--- src/rtl/morra_giocatore_if.sv ---
// morra_giocatore_if: signal bundle between the move sequencer and the
// referee side (referee or bench).
//   avvia      start-game request                (referee side -> player)
//   manche     referee round result              (referee side -> player)
//   partita    referee game result               (referee side -> player)
//   primo      player-1 move                     (player -> referee side)
//   secondo    player-2 move                     (player -> referee side)
//   inizio     referee game-reset strobe         (player -> referee side)
//   fine       game finished, held               (player -> referee side)
//   vincitore  latched final result              (player -> referee side)
//   n_manche   valid-round count                 (player -> referee side)
//   timeout    game ended on round cap           (player -> referee side)
// modport master: the sequencer; modport slave: the referee/bench side.
interface morra_giocatore_if;
  logic       avvia;
  logic [1:0] manche;
  logic [1:0] partita;
  logic [1:0] primo;
  logic [1:0] secondo;
  logic       inizio;
  logic       fine;
  logic [1:0] vincitore;
  logic [3:0] n_manche;
  logic       timeout;

  modport master (
    input  avvia, manche, partita,
    output primo, secondo, inizio, fine, vincitore, n_manche, timeout
  );

  modport slave (
    output avvia, manche, partita,
    input  primo, secondo, inizio, fine, vincitore, n_manche, timeout
  );
endinterface

--- src/rtl/morra_giocatore.sv ---
// morra_giocatore: autonomous two-player move sequencer for the MorraCinese
// referee. Plays full games from per-player 8-bit Galois LFSR streams,
// enforcing the no-repeat rule for the previous round's winner, and reports
// the result, the valid-round count and a timeout flag.
// Ports:
//   clk    system clock, rising edge
//   rst_n  asynchronous active-low reset
//   bus    morra_giocatore_if.master (avvia/manche/partita in,
//          primo/secondo/inizio/fine/vincitore/n_manche/timeout out)
// Parameters: SEED1/SEED2 initial LFSR values (0 -> 8'h01),
//             MAX_MANCHE valid-round cap (1..15).

// One player lane: owns the LFSR and produces the candidate move for the
// next PLAY cycle, already rotated when the no-repeat rule applies.
module morra_lfsr_player #(
  parameter logic [7:0] SEED = 8'h01
) (
  input  logic       clk,
  input  logic       rst_n,
  input  logic       adv,        // step the LFSR (entering PLAY)
  input  logic       hold_rule,  // this player won the last valid round
  input  logic [1:0] prev_mv,    // this player's move in that round
  output logic [1:0] mv
);
  localparam logic [7:0] SEED_EFF = (SEED == 8'h00) ? 8'h01 : SEED;

  logic [7:0] lfsr_q, lfsr_d;
  logic [1:0] cand;

  always_comb begin
    lfsr_d = lfsr_q[0] ? ((lfsr_q >> 1) ^ 8'hB8) : (lfsr_q >> 1);
    // move is derived from the value the LFSR is about to take
    cand   = 2'(lfsr_d % 8'd3) + 2'd1;
    mv     = cand;
    if (hold_rule && cand == prev_mv)
      mv = (cand == 2'b11) ? 2'b01 : cand + 2'd1;
  end

  always_ff @(posedge clk or negedge rst_n) begin
    if (!rst_n)   lfsr_q <= SEED_EFF;
    else if (adv) lfsr_q <= lfsr_d;
  end
endmodule

module morra_giocatore #(
  parameter logic [7:0] SEED1      = 8'hA5,
  parameter logic [7:0] SEED2      = 8'h3C,
  parameter int         MAX_MANCHE = 15
) (
  input  logic               clk,
  input  logic               rst_n,
  morra_giocatore_if.master  bus
);
  localparam int NUM_PLAYERS = 2;
  localparam logic [NUM_PLAYERS-1:0][7:0] SEEDS = {SEED2, SEED1};
  localparam logic [3:0] MAXN = 4'(MAX_MANCHE);

  localparam logic [2:0] IDLE  = 3'd0;
  localparam logic [2:0] START = 3'd1;
  localparam logic [2:0] PLAY  = 3'd2;
  localparam logic [2:0] CHECK = 3'd3;
  localparam logic [2:0] DONE  = 3'd4;

  logic [2:0] state;

  logic [NUM_PLAYERS-1:0][1:0] mv;      // next moves from the lanes
  logic [NUM_PLAYERS-1:0][1:0] mv_q;    // registered move outputs
  logic [NUM_PLAYERS-1:0][1:0] play_q;  // moves of the round being judged
  logic [NUM_PLAYERS-1:0][1:0] prev_q, prev_d;
  logic [NUM_PLAYERS-1:0]      rule;
  logic [1:0] win_q, win_d;             // 01 P1, 10 P2, else nobody
  logic       inizio_q, fine_q, to_q;
  logic [1:0] vinc_q;
  logic [3:0] n_q, n_d;
  logic       valid, go_play;

  assign valid = (bus.manche != 2'b00);

  // Round bookkeeping as it will stand after the current edge. The move for
  // the next PLAY is chosen at the same edge that ends CHECK, so the
  // no-repeat rule must see the freshly judged round, not the stale one.
  assign win_d  = (state == CHECK && valid) ? bus.manche : win_q;
  assign prev_d = (state == CHECK && valid) ? play_q     : prev_q;
  assign n_d    = (state == CHECK && valid && n_q != 4'd15) ? n_q + 4'd1 : n_q;

  assign go_play = (state == START) ||
                   (state == CHECK && bus.partita == 2'b00 && n_d != MAXN);

  for (genvar g = 0; g < NUM_PLAYERS; g++) begin : g_pl
    assign rule[g] = (win_d == 2'(g + 1));
    morra_lfsr_player #(.SEED(SEEDS[g])) u_pl (
      .clk       (clk),
      .rst_n     (rst_n),
      .adv       (go_play),
      .hold_rule (rule[g]),
      .prev_mv   (prev_d[g]),
      .mv        (mv[g])
    );
  end

  always_ff @(posedge clk or negedge rst_n) begin
    if (!rst_n) begin
      state    <= IDLE;
      mv_q     <= '0;
      play_q   <= '0;
      prev_q   <= '0;
      win_q    <= 2'b00;
      inizio_q <= 1'b0;
      fine_q   <= 1'b0;
      vinc_q   <= 2'b00;
      n_q      <= 4'd0;
      to_q     <= 1'b0;
    end else begin
      case (state)
        IDLE, DONE: begin
          if (bus.avvia) begin
            state    <= START;
            inizio_q <= 1'b1;
            mv_q     <= '0;
            prev_q   <= '0;
            win_q    <= 2'b00;
            fine_q   <= 1'b0;
            vinc_q   <= 2'b00;
            n_q      <= 4'd0;
            to_q     <= 1'b0;
          end
        end
        START: begin
          state    <= PLAY;
          inizio_q <= 1'b0;
          mv_q     <= mv;
          play_q   <= mv;
        end
        PLAY: begin
          // referee ignores 00 moves, so CHECK is a quiet cycle
          state <= CHECK;
          mv_q  <= '0;
        end
        CHECK: begin
          n_q    <= n_d;
          win_q  <= win_d;
          prev_q <= prev_d;
          if (bus.partita != 2'b00) begin
            state  <= DONE;
            fine_q <= 1'b1;
            vinc_q <= bus.partita;
          end else if (n_d == MAXN) begin
            state  <= DONE;
            fine_q <= 1'b1;
            to_q   <= 1'b1;
            vinc_q <= 2'b00;
          end else begin
            state  <= PLAY;
            mv_q   <= mv;
            play_q <= mv;
          end
        end
        default: state <= IDLE;
      endcase
    end
  end

  assign bus.primo     = mv_q[0];
  assign bus.secondo   = mv_q[1];
  assign bus.inizio    = inizio_q;
  assign bus.fine      = fine_q;
  assign bus.vincitore = vinc_q;
  assign bus.n_manche  = n_q;
  assign bus.timeout   = to_q;
endmodule
--- src/flat_wrapper.sv ---
// flat-port wrapper written by rule: the top's interface ports become plain ports
module morra_giocatore_flat 
#(
  parameter logic [7:0] SEED1      = 8'hA5,
  parameter logic [7:0] SEED2      = 8'h3C,
  parameter int         MAX_MANCHE = 15
)
  (clk, rst_n, bus_avvia, bus_manche, bus_partita, bus_primo, bus_secondo, bus_inizio, bus_fine, bus_vincitore, bus_n_manche, bus_timeout);
  morra_giocatore_if bus_i ();
  input  logic clk;
  input  logic rst_n;
  input wire logic [$bits(bus_i.avvia)-1:0] bus_avvia;
  input wire logic [$bits(bus_i.manche)-1:0] bus_manche;
  input wire logic [$bits(bus_i.partita)-1:0] bus_partita;
  output wire logic [$bits(bus_i.primo)-1:0] bus_primo;
  output wire logic [$bits(bus_i.secondo)-1:0] bus_secondo;
  output wire logic [$bits(bus_i.inizio)-1:0] bus_inizio;
  output wire logic [$bits(bus_i.fine)-1:0] bus_fine;
  output wire logic [$bits(bus_i.vincitore)-1:0] bus_vincitore;
  output wire logic [$bits(bus_i.n_manche)-1:0] bus_n_manche;
  output wire logic [$bits(bus_i.timeout)-1:0] bus_timeout;
  assign bus_i.avvia = bus_avvia;
  assign bus_i.manche = bus_manche;
  assign bus_i.partita = bus_partita;
  assign bus_primo = bus_i.primo;
  assign bus_secondo = bus_i.secondo;
  assign bus_inizio = bus_i.inizio;
  assign bus_fine = bus_i.fine;
  assign bus_vincitore = bus_i.vincitore;
  assign bus_n_manche = bus_i.n_manche;
  assign bus_timeout = bus_i.timeout;
  morra_giocatore #(.SEED1(SEED1), .SEED2(SEED2), .MAX_MANCHE(MAX_MANCHE)) u_core (.clk(clk), .rst_n(rst_n), .bus(bus_i));
endmodule
--- config.mk ---
export PLATFORM = sky130hd
export DESIGN_NAME = morra_giocatore_flat
export DESIGN_NICKNAME = d
export VERILOG_FILES = /design/src/rtl/morra_giocatore_if.sv /design/src/rtl/morra_giocatore.sv /design/src/flat_wrapper.sv
export SDC_FILE = /design/constraint.sdc
export NUM_CORES = 1
export LEC_CHECK = 0
export ABC_AREA = 0
export CORE_UTILIZATION = 30
export CTS_CLUSTER_SIZE = 30
export DETAILED_ROUTE_END_ITERATION = 8
export GPL_TIMING_DRIVEN = 0
export HOLD_SLACK_MARGIN = 0.15
export PLACE_DENSITY = 0.58
export RECOVER_POWER = 100
export SKIP_CTS_REPAIR_TIMING = 1
export SYNTH_ARGS = -nofsm -noshare
export SYNTH_HDL_FRONTEND = slang
export SYNTH_SLANG_ARGS = --single-unit
--- constraint.sdc ---
create_clock -name clk -period 7.7 [get_ports clk]
set_input_delay 0.77 -clock clk [delete_from_list [all_inputs] [get_ports clk]]
set_output_delay 0.77 -clock clk [all_outputs]
set_load 0.005 [all_outputs]
==> reports/qor.csv <==
stage,metric,value,unit
final_layout,fin_cells,493,
clocking,insertion_delay,0.29,ns
detailed_routing,drc,0,
die,dieArea,0.0102,mm²
setup_path,r2r.worst_path.cells,20,
global_routing,grt_pass1_vias,2525,
min_path,hold_class,in -> async,
setup_path,regToRegSetupSlack,2.58,ns
status,outcome,"finished, violations left",
global_routing,grt-ovfl-total,0,
timing,hold_slack,0.444,ns
global_routing,grt_max_degree,33,
setup_path,slowest_stage,dfstp_2,
setup_path,critPathRequiredTime,7.87,ns
detailed_routing,vias_per_cell,5.15,
yosys,ys_ff_latch,42,
timing,setup-tns-final,0,ns
global_routing,track_usage,0.138,
detailed_routing,vias,2539,
placement,dp_hpwl,4810,µm
timing,setup_viol,0,
final_layout,area_growth,15.1,%
detailed_routing,drt-total-wl,6500,µm
run,cap_violations,1,
timing,rsz0062_at_grt,false,
setup_path,crit_chain,"clkbuf_1, xor2_1, mux2_2, a31oi_1, and3_1, inv_1, ha_1, nor2b_1, o21ai_0, ha_1, or3_1, a2bb2oi_4, and3_4, or2_2, ha_1, xnor2_1, or3_1, and3_1, a21oi_1, nand3_1",
placement,placed_cells,485,
clocking,clkSlewWorstSetupHoldPaths,0.08,ns
timing,slew_viol_final,33,
die,io_pins,20,
clocking,clock-root-buffer,clkbuf_8,
yosys,synthCells,336,
yosys,ys_top_cells_by_area,"dfrtp_1 29%, nand2_1 7.8%, dfstp_2 7.1%",
timing,period_share,0.665,
detailed_routing,wl_per_cell,13.2,µm
detailed_routing,ant_nets,0,
setup_path,crit_path_end_kind,flop,
yosys,synth_edf_count,0,
clocking,tritoncts.num_buffers,5,
setup_path,slowest_delay,0.52,ns
yosys,syn_area,0.00295,mm²
status,violations,"capacitance limit, slew limit",
final_layout,n_antenna_cell,0,
yosys,ys_top_cells_by_count,"61 x nand2_1, 34 x dfrtp_1, 26 x o21ai_0",
yosys,synthArstFlopShare,1.00,
setup_path,reg2reg_from,u_core.g_pl[1].u_pl.lfsr_q[3]$_DFFE_PN1P_,
setup_path,cpMostUsedCell,ha_1,
setup_path,cp_max_fo,9,
timing,hold_viol_final,0,
setup_path,worstSetupStartpointType,flop,
die,die_w,101,µm
timing,maxSlewHeadroom,-0.161,
yosys,yosys.area.top_type_share,0.289,
yosys,synth_area_per_cell,8.78,µm²
die,core_area,0.00937,mm²
detailed_routing,drt_iter0_markers,97,
placement,numPortBuffers,19,
clocking,cts_tree,done,
yosys,synth_top_flop_cell,dfrtp_1,
placement,place.gp.congestion,0.765,
yosys,seq_area_frac_synth,0.360,
final_layout,drive_gt1_frac,0.121,
yosys,syn_nets,350,
clocking,htreeDepth,2,
timing,worst_clock_skew,0.00767,ns
detailed_routing,first_pass_iters,7,
global_routing,grt_pass1_wl,11400,µm
clocking,clockBufferDepth,2,
timing,fmax,195,MHz
setup_path,worst_r2r_endpoint,u_core.play_q[3]$_DFFE_PN0P_,
setup_path,cp.arrival,5.29,ns
yosys,synth_warnings,0,
die,rows,35,
timing,min_period,5.12,ns
yosys,ys_types,67,
die,die_h,101,µm
clocking,cts.sinks,42,
yosys,synth_largest_area_cell,dfrtp_1,
yosys,synth_most_common_cell,nand2_1,
global_routing,grt_antenna_before_repair,0,
final_layout,fin_nets,377,
timing,timing_worst_slew_pin_value,1.74,ns
final_layout,utilization,0.362,
die,initial_core_util,0.315,
setup_path,path_class,reg -> reg,
[placed cells by master (no fill, tap or decap), types with 6 or more instances in the layout]
| cell | n |
|---|---|
| a21oi_1 | 12 |
| and3_1 | 11 |
| buf_4 | 7 |
| clkbuf_1 | 11 |
| clkbuf_8 | 6 |
| dfrtp_1 | 34 |
| dfstp_2 | 8 |
| dlygate4sd3_1 | 15 |
| ha_1 | 7 |
| inv_1 | 7 |
| mux2i_1 | 10 |
| nand2_1 | 61 |
| nand2b_1 | 6 |
| nand3_1 | 12 |
| nor2_1 | 14 |
| nor3_1 | 7 |
| o21ai_0 | 28 |
| xnor2_1 | 9 |
[registers in the layout, indices dropped and copies added, names as in the netlist]
| register | count |
|---|---|
| u_core.g_pl.u_pl.lfsr_q | 16 |
| u_core.bus.n_manche | 4 |
| u_core.play_q | 4 |
| u_core.prev_q | 4 |
| u_core.state | 3 |
| u_core.bus.primo | 2 |
| u_core.bus.secondo | 2 |
| u_core.bus.vincitore | 2 |
| u_core.win_q | 2 |
| u_core.bus.fine | 1 |
| u_core.bus.inizio | 1 |
| u_core.bus.timeout | 1 |
[critical path, delay by kind of cell (launching register included)]
kind | cells | cell delay (ns)
simple gates | 8 | 2.00
fa+ha+maj | 3 | 0.81
compound gates | 4 | 0.59
flops | 1 | 0.52
buf+inv | 2 | 0.44
xor+xnor | 2 | 0.32
mux | 1 | 0.30
[area by class of cell]
cell class                 count  area (µm²)
clock inverter                 1        30.0
inverter                       7        26.3
timing repair buffer          20         188
tap                          129         161
clock buffer                   7        86.3
multi-input combinational    267        1740
buffer                        20         106
fill                        1004        5980
sequential                    42        1060
[layer usage]
layer  vias up  wire length, µm  track usage
li1       1263                -            -
met1      1232             3330        0.183
met2        35             2900        0.227
met3         9              194       0.0269
met4         0               71       0.0401
met5         -                0            0
[worst max path at each step]
stage,start,endpoint,slack (ns)
4_1_cts,u_core.g_pl[1].u_pl.lfsr_q[3]$_DFFE_PN1P_,u_core.play_q[3]$_DFFE_PN0P_,2.89
2_1_floorplan,u_core.g_pl[1].u_pl.lfsr_q[3]$_DFFE_PN1P_,u_core.play_q[3]$_DFFE_PN0P_,3.26
5_1_grt,u_core.g_pl[1].u_pl.lfsr_q[3]$_DFFE_PN1P_,u_core.play_q[3]$_DFFE_PN0P_,2.25
3_3_place_gp,u_core.g_pl[1].u_pl.lfsr_q[3]$_DFFE_PN1P_,u_core.play_q[3]$_DFFE_PN0P_,3.04
3_5_place_dp,u_core.g_pl[1].u_pl.lfsr_q[3]$_DFFE_PN1P_,u_core.play_q[3]$_DFFE_PN0P_,2.92
6_report,u_core.g_pl[1].u_pl.lfsr_q[3]$_DFFE_PN1P_,u_core.play_q[3]$_DFFE_PN0P_,2.58
[kinds of logic after synthesis]
group	synth area share
and+or+nand+nor	0.269
AOI/OAI and AO/OA	0.206
DFF	0.360
buffers and inverters	0.0492
xor gates and xnor gates	0.0416
muxes	0.0454
adders and majority gates	0.0297
[per-stage QoR]
step | instance area (µm²) | setup slack (ns)
finish | 3400 | 2.58
global route | 3400 | 2.25
CTS | 3430 | 2.89
detailed placement | 3320 | 2.92
global placement | 3300 | 3.04
floorplan | 2950 | 3.26
Power is not shown: default switching activity piles up to over one toggle a cycle in this logic, so the estimate is an artifact.
